$ cat config.mk
export PLATFORM = sky130hd
export DESIGN_NAME = seg_dynamic_scan
export DESIGN_NICKNAME = d
export VERILOG_FILES = /design/src/rtl/seg_dynamic_scan.sv
export SDC_FILE = /design/constraint.sdc
export NUM_CORES = 1
export LEC_CHECK = 0
export CORE_ASPECT_RATIO = 2
export CORE_MARGIN = 2
export CORE_UTILIZATION = 59
export CTS_BUF_LIST = sky130_fd_sc_hd__clkbuf_16
export DETAILED_ROUTE_END_ITERATION = 6
export GPL_TIMING_DRIVEN = 0
export HOLD_SLACK_MARGIN = 0.08
export PLACE_DENSITY = 0.8
export SLEW_MARGIN = 10
export SYNTH_ARGS = -nofsm -noshare
export SYNTH_HDL_FRONTEND = slang
export SYNTH_SLANG_ARGS = --single-unit
$ cat constraint.sdc
create_clock -name sys_clk -period 4.5 [get_ports sys_clk]
set_input_delay 0.45 -clock sys_clk [delete_from_list [all_inputs] [get_ports sys_clk]]
set_output_delay 0.45 -clock sys_clk [all_outputs]
set_load 0.1 [all_outputs]
$ cat src/rtl/seg_dynamic_scan.sv
// seg_dynamic_scan
// Six-digit multiplexed 7-segment driver. A free-running shift-add-3 converter
// turns the saturated 20-bit input into six BCD digits. A dwell counter then
// steps through the digits, and each digit's pattern is formed with leading-zero
// blanking, a minus sign and decimal points applied.
//
// Converter FSM states:
//   state | meaning
//   IDLE  | latch min(data,DATA_MAX), clear BCD working register
//   SHIFT | 20 shift-add-3 steps, one input bit per cycle
//   DONE  | publish the six BCD nibbles to the display registers
module seg_dynamic_scan #(
  parameter logic [15:0] CNT_MAX  = 16'd49_999,
  parameter logic [19:0] DATA_MAX = 20'd999_999
) (
  input  logic        sys_clk,
  input  logic        sys_rst,
  input  logic [19:0] data,
  input  logic [5:0]  point,
  input  logic        sign,
  input  logic        seg_en,
  output logic [5:0]  sel,
  output logic [7:0]  seg
);

  typedef enum logic [1:0] {
    IDLE  = 2'd0,
    SHIFT = 2'd1,
    DONE  = 2'd2
  } conv_state_t;

  conv_state_t state;
  logic [19:0] shift_reg;
  logic [23:0] bcd_work;
  logic [4:0]  bit_cnt;
  logic [23:0] bcd_disp;

  logic [15:0] cnt_scan;
  logic [2:0]  idx;

  logic [23:0] bcd_adj;
  logic [3:0]  cur_digit;
  logic [2:0]  msd;
  logic [2:0]  pt_hi;
  logic [2:0]  keep;
  logic [7:0]  pattern;

  // Segment code for one decimal numeral (active-low, dp off)
  function automatic logic [7:0] seg_code(input logic [3:0] d);
    logic [7:0] c;
    case (d)
      4'd0:    c = 8'hC0;
      4'd1:    c = 8'hF9;
      4'd2:    c = 8'hA4;
      4'd3:    c = 8'hB0;
      4'd4:    c = 8'h99;
      4'd5:    c = 8'h92;
      4'd6:    c = 8'h82;
      4'd7:    c = 8'hF8;
      4'd8:    c = 8'h80;
      4'd9:    c = 8'h90;
      default: c = 8'hFF;
    endcase
    return c;
  endfunction

  // Add-3 correction on every working nibble that is 5 or more
  always_comb begin
    bcd_adj = bcd_work;
    for (int i = 0; i < 6; i++) begin
      if (bcd_work[i*4 +: 4] >= 4'd5)
        bcd_adj[i*4 +: 4] = bcd_work[i*4 +: 4] + 4'd3;
    end
  end

  // Converter FSM: continuous 22-cycle IDLE/SHIFT x20/DONE loop
  always_ff @(posedge sys_clk or posedge sys_rst) begin
    if (sys_rst) begin
      state     <= IDLE;
      shift_reg <= 20'd0;
      bcd_work  <= 24'd0;
      bit_cnt   <= 5'd0;
      bcd_disp  <= 24'd0;
    end else begin
      case (state)
        IDLE: begin
          shift_reg <= (data > DATA_MAX) ? DATA_MAX : data;
          bcd_work  <= 24'd0;
          bit_cnt   <= 5'd19;
          state     <= SHIFT;
        end
        SHIFT: begin
          bcd_work  <= {bcd_adj[22:0], shift_reg[19]};
          shift_reg <= {shift_reg[18:0], 1'b0};
          if (bit_cnt == 5'd0) begin
            state <= DONE;
          end else begin
            bit_cnt <= bit_cnt - 5'd1;
          end
        end
        DONE: begin
          bcd_disp <= bcd_work;
          state    <= IDLE;
        end
        default: state <= IDLE;
      endcase
    end
  end

  // Digit dwell counter and scan index
  always_ff @(posedge sys_clk or posedge sys_rst) begin
    if (sys_rst) begin
      cnt_scan <= 16'd0;
      idx      <= 3'd0;
    end else if (cnt_scan == CNT_MAX) begin
      cnt_scan <= 16'd0;
      idx      <= (idx == 3'd5) ? 3'd0 : idx + 3'd1;
    end else begin
      cnt_scan <= cnt_scan + 16'd1;
    end
  end

  // Blanking extent: highest of the most significant nonzero digit and highest lit DP
  always_comb begin
    msd   = 3'd0;
    pt_hi = 3'd0;
    for (int i = 0; i < 6; i++) begin
      if (bcd_disp[i*4 +: 4] != 4'd0) msd = 3'(i);
      if (point[i]) pt_hi = 3'(i);
    end
    keep = (msd > pt_hi) ? msd : pt_hi;
  end

  // Pattern for the digit currently addressed by idx
  always_comb begin
    case (idx)
      3'd0:    cur_digit = bcd_disp[3:0];
      3'd1:    cur_digit = bcd_disp[7:4];
      3'd2:    cur_digit = bcd_disp[11:8];
      3'd3:    cur_digit = bcd_disp[15:12];
      3'd4:    cur_digit = bcd_disp[19:16];
      3'd5:    cur_digit = bcd_disp[23:20];
      default: cur_digit = 4'd0;
    endcase
    if (idx <= keep)
      pattern = seg_code(cur_digit);
    else if (sign && (keep < 3'd5) && (idx == keep + 3'd1))
      pattern = 8'hBF;
    else
      pattern = 8'hFF;
    if (idx <= 3'd5 && point[idx])
      pattern[7] = 1'b0;
  end

  // Registered digit select and segment outputs, blanked when disabled
  always_ff @(posedge sys_clk or posedge sys_rst) begin
    if (sys_rst) begin
      sel <= 6'b000000;
      seg <= 8'hFF;
    end else if (seg_en) begin
      sel <= 6'd1 << idx;
      seg <= pattern;
    end else begin
      sel <= 6'b000000;
      seg <= 8'hFF;
    end
  end

endmodule

; After elaboration in Yosys (flattened, before gate mapping)
; Memory sizes are Yosys's and may differ from the RTL's.
; Index checks and enable logic that the tools add are counted.
[word_totals]
ff_bits = 108
rom_bits = 112
output_inout_bits = 14
elab_cells = 91
mem_count = 1
[classes]
addsub = 10
order_cmp = 12
n_eq_ne = 11
shift = 1
n_mux = 34
reduce_logical = 13
[memory_table]
columns = name, depth, word_bits, read_ports, rd_clocked_by_memory_dff, wr, line
row1 = (no name shown), 16, 7, 1, 0, 0, 51  ; case (d)
[ops]
columns = op, n
row1 = one-hot mux 24 bit (2 select lines), 1
row2 = one-hot mux 20 bit (2 select lines), 1
row3 = two-way mux 3 bit, 11
row4 = "greater-or-equal comparator 4 x 3 -> 1 bit, second input constant", 6
row5 = one-hot mux 4 bit (6 select lines), 1
row6 = "adder 4 x 2 -> 4 bit, second input constant", 5
row7 = "greater-than comparator 20 bit, second input constant", 1
row8 = two-way mux 20 bit, 1
row9 = two-way mux 4 bit, 5
row10 = nonzero test 4 bit, 5
row11 = "adder 16 x 1 -> 16 bit, second input constant", 1
row12 = "== test 16 bit, second input constant", 1
row13 = two-way mux 16 bit, 1
row14 = two-way mux 8 bit, 2
row15 = one-hot mux 5 bit (2 select lines), 1
row16 = two-way mux 7 bit, 1
row17 = "adder 3 x 1 -> 3 bit, second input constant", 2
row18 = "== test 3 x 2 -> 1 bit, second input constant", 2
row19 = "== test 3 bit, second input constant", 2
row20 = two-way mux 6 bit, 1
row21 = "left shift 1 x 3 -> 6 bit, first input constant", 1
row22 = logical NOT 5 bit, 1
row23 = two-way mux 5 bit, 1
row24 = "subtractor 5 x 1 -> 5 bit, second input constant", 1
row25 = other kinds (20), 26

; Logic depth before layout (Yosys ltp)
[depth]
ltp_word = 15
depth_mapped = 18
ltp_nobuf = 18

; Worst setup path after synthesis
; No wires, ideal clock.
[synth_path]
path_type = reg-to-reg
start = reg bcd_disp[8]
end = reg seg[6]
setup_time_ns = 0.082
arrival_ns = 3.315
t_required_ns = 4.418
setup_slack_ns = 1.104
path_stages_with_launch = 17
n_path_buf = 0
path_cell_list = dfrtp_1 -> nor4_1 -> o41ai_1 -> nand2_1 -> a21boi_0 -> ha_1 -> nor2b_1 -> o21ai_1 -> a32oi_1 -> mux2i_1 -> inv_1 -> ha_1 -> nor2b_1 -> o21a_1 -> o21ai_0 -> or4bb_1 -> o31a_1
[synth_between]
elab_chain_cells = 13
word_cells_on_any_way = 18
cone_classes = add/sub: 1 / order compare: 3 / eq/ne: 1 / mux: 9 / reduce/logical: 3 / memory: 1
[synth_lines]
columns = element, line
row1 = "start, declared", 36  ; logic [23:0] bcd_disp;
row2 = "start signal, assigned", 102  ; bcd_disp <= bcd_work;
row3 = nonzero test 4 bit, 128  ; if (bcd_disp[i*4 +: 4] != 4'd0) msd = 3'(i);
row4 = two-way mux 3 bit (4 in series), 128
row5 = greater-than comparator 3 bit, 131  ; keep = (msd > pt_hi) ? msd : pt_hi;
row6 = two-way mux 3 bit, 131
row7 = adder 3 x 1 -> 3 bit or less-than comparator 3 bit (tied branches), 147  ; else if (sign && (keep < 3'd5) && (idx == keep + 3'd1))
row8 = == test 3 bit or logical AND 1 bit (tied branches), 147
row9 = logical AND 1 bit, 147
row10 = two-way mux 7 bit, 147
row11 = two-way mux 8 bit (*), 145  ; if (idx <= keep)
row12 = two-way mux 8 bit (*), 160  ; end else if (seg_en) begin
row13 = "end signal, assigned", 162  ; seg <= pattern;
row14 = "end, declared", 23  ; output logic [7:0] seg
; Every way passes the cells marked *; elsewhere a longest branch is shown, timed or not.
; A chain may end at the register's enable or synchronous reset.

; Worst setup path after layout
; Same ends and word-level chain as after synthesis.

==> metrics.md <==
| Metric | Value |
|---|---|
| Status | `finished, final reports clean` |
| Synth async-reset ratio | `1.00` |
| CTS Buf Count | `9` |
| Worst path max stage delay | `510 ps` |
| Vias per inst | `6.03` |
| Iteration-0 DRC Markers | `271` |
| Number of flops mapped to enable cells by yosys | `0` |
| #FFs+latches synth | `roughly 110` |
| Antenna viol nets, final | `0` |
| Slew margin rel. | `0.349` |
| CTS tree | `built` |
| Setup violators final | `0` |
| Synth area leaders | `dfrtp_1, ha_1, o21ai_0` |
| Fin crit share | `0.901` |
| WS Path Type | `flip-flop to flip-flop` |
| Non-filler instance count after layout | `755` |
| Top-area cell type share of the netlist area | `0.440` |
| Drt total wl | `12,700 microns` |
| H-tree levels | `3` |
| Clk_skew | `11.0 ps` |
| Post-DP HPWL | `9710 microns` |
| Crit path max fanout | `3` |
| Cell count after synthesis | `591` |
| WP depth | `16` |
| Die Wd | `approximately 73 microns` |
| Clock period minus worst slack | `4060 ps` |
| Top FF cell, synth | `dfrtp_1` |
| Slew Limit Fails | `0` |
| Ratio of cells with drive above 1 in the final layout | `0.0722` |
| Critical path's slowest cell | `nor4_1` |
| Worst reg2reg path depth | `16` |
| Full die area | `10,500 sq um` |
| Vias in the first global route | `4,725` |
| Die H | `143 microns` |
| Register area | `~2700 sq um` |
| Final hold violation count | `0` |
| Via count | `roughly 4,600` |
| Origin of the critical flop-to-flop path | `bcd_disp[8]` |
| Routability cong. | `0.909` |
| Post-CTS resize count | `0` |
| CP delay by family, top | `simple AND/OR/NAND/NOR gates` |
| GRT Util Overall | `0.266` |
| Worst hold path type | `primary input to asynchronous set/reset pin` |
| Syn Area/Cell | `9.62 sq um` |
| Cells along the critical path | `nor4_1, o41ai_1, nand2_1, a21boi_0, ha_1, nor2b_1, o21ai_1, a32oi_1, mux2i_1, inv_1, ha_1, nor2b_1, o21a_1, o21ai_0, or4bb_1, o31a_1` |
| Crit. End Element | `flip-flop` |
| Sequential share of the synthesized area | `0.477` |
| Worst-Skew Late Latency | `350 ps` |
| Worst reg-to-reg setup slack | `440 ps` |
| Port Buffer Count | `43` |
| Post-synth top area cell | `dfrtp_1` |
| Core ar. | `9380 sq um` |
| DP Cell Count | `739` |
| First-pass GRT wire length | `between 20,000 and 25,000 microns` |
| CTS root buffer | `clkbuf_16` |
| CP required | `4770 ps` |
| Initial antenna violation count | `0` |
| Fmax | `about 250 MHz` |
| Leading cell type by number of instances after synthesis | `dfrtp_1` |
| P&R area growth vs syn | `14.9%` |
| Routed len/inst | `16.9 microns` |
| Starting Density | `0.606` |
| GR Overflow Total | `0` |
| RSZ-0062 raised after global routing | `false` |
| Leakage | `about 2.9 nW` |
| Clk buf depth | `2` |
| Syn nets | `649` |
| Worst reg2reg endpoint | `seg[6]` |
| Fill cells | `702` |
| Fin util | `0.696` |
| Total iterations of the first detailed-routing run | `4` |
| CP bufs+invs | `1` |
| Diodes inserted | `0` |
| Max-cap violations | `0` |
| # DRC | `0` |
| Max VDD drop | `just under 0.3 mV` |
| Total negative setup slack | `0 ps` |
| Worst path arrival time | `4330 ps` |
| Multi-input logic area | `2740 sq um` |
| Num ports | `44` |
| Cell area power density | `423 nW/um^2` |
| Hold-fix buffers, CTS | `0` |
| Post-Syn Area | `between 5000 and 6000 sq um` |
| Commonest cells in the netlist | `dfrtp_1, nand2_1, o21ai_0, nor2_1, inv_1` |
| Least-Margin Pin Slew | `973 ps` |
| Clock transition at path regs | `70 ps` |
| CTS sink cnt | `~110` |
| Post-synth cell types | `52` |
| Row cnt | `50` |
| Setup crit start kind | `flip-flop` |
| Largest net degree at the start of global routing | `86` |
| Layout net count | `between 700 and 800` |
| Postcts setup bufs | `0` |
| Synth warnings | `0` |
logic make-up (layout without fill, tap and decap cells):
| logic type | Yosys count | count (layout) | synth area share |
|---|---|---|---|
| xor+xnor | 27 | 27 | 0.0416 |
| buf+inv | 59 | 119 | 0.0411 |
| flops | 108 | 108 | 0.477 |
| compound gates | 143 | 143 | 0.156 |
| simple gates | 198 | 198 | 0.165 |
| mux | 28 | 28 | 0.0576 |
| fa+ha+maj | 28 | 28 | 0.0616 |
layout by cell type (no fill, tap or decap), types with 4 or more instances in the layout:
master / instances
nor4_1: 7
clkdlybuf4s50_1: 43
nor2_1: 43
buf_2: 4
nor2b_1: 13
mux2i_1: 11
o21ai_1: 4
ha_1: 28
and3_1: 5
nor3_1: 5
dfstp_2: 8
o31ai_1: 14
inv_1: 33
xnor2_1: 14
dfrtp_1: 100
o21ai_0: 61
nand2_1: 78
a221oi_1: 7
xor2_1: 13
mux2_2: 13
clkbuf_16: 9
a21oi_1: 30
nand3_1: 9
a22o_1: 8
nand2b_1: 19
clkbuf_1: 19
area by class of cell:
cell class,count,share of cell area
clock inverter,7,0.00460
timing repair buffer,44,0.0701
inverter,34,0.0203
multi-input combinational,424,0.419
buffer,25,0.0163
tap,104,0.0199
clock buffer,9,0.0345
sequential,108,0.415
per-layer routing:
metal	GRT usage	part of all wire	up-vias
li1	-	-	2163
met1	0.259	0.35	2218
met2	0.495	0.56	118
met3	0.0473	0.032	51
met4	0.159	0.055	0
met5	0	0	-
worst max-delay path by stage:
stage                    to  slack (ps)        start
4_1_cts              seg[6]         460  bcd_disp[8]
2_1_floorplan        seg[6]        1100  bcd_disp[8]
6_report             seg[6]         440  bcd_disp[8]
3_3_place_gp   bcd_disp[11]        -230      sys_rst
5_1_grt              seg[6]         160  bcd_disp[8]
3_5_place_dp         seg[6]         430     point[5]
power by group:
part / total (mW) / internal (mW) / switching, mW
combinational: 0.878 / 0.331 / 0.547
clock: 0.700 / 0.364 / 0.336
sequential: 1.19 / 1.10 / 0.0865
through the flow:
step / area [sq um] / worst slack [ps] / total power, mW / hold slack (ps)
2_1_floorplan: 5690 / 1100 / 1.85 / 443
3_3_place_gp: 6250 / -225 / 2.03 / 464
3_5_place_dp: 6280 / 434 / 2.08 / 467
4_1_cts: 6540 / 461 / 2.77 / 419
5_1_grt: 6540 / 156 / 2.91 / 430
6_report: 6540 / 444 / 2.77 / 413
Power figures use the tool's default switching activity.
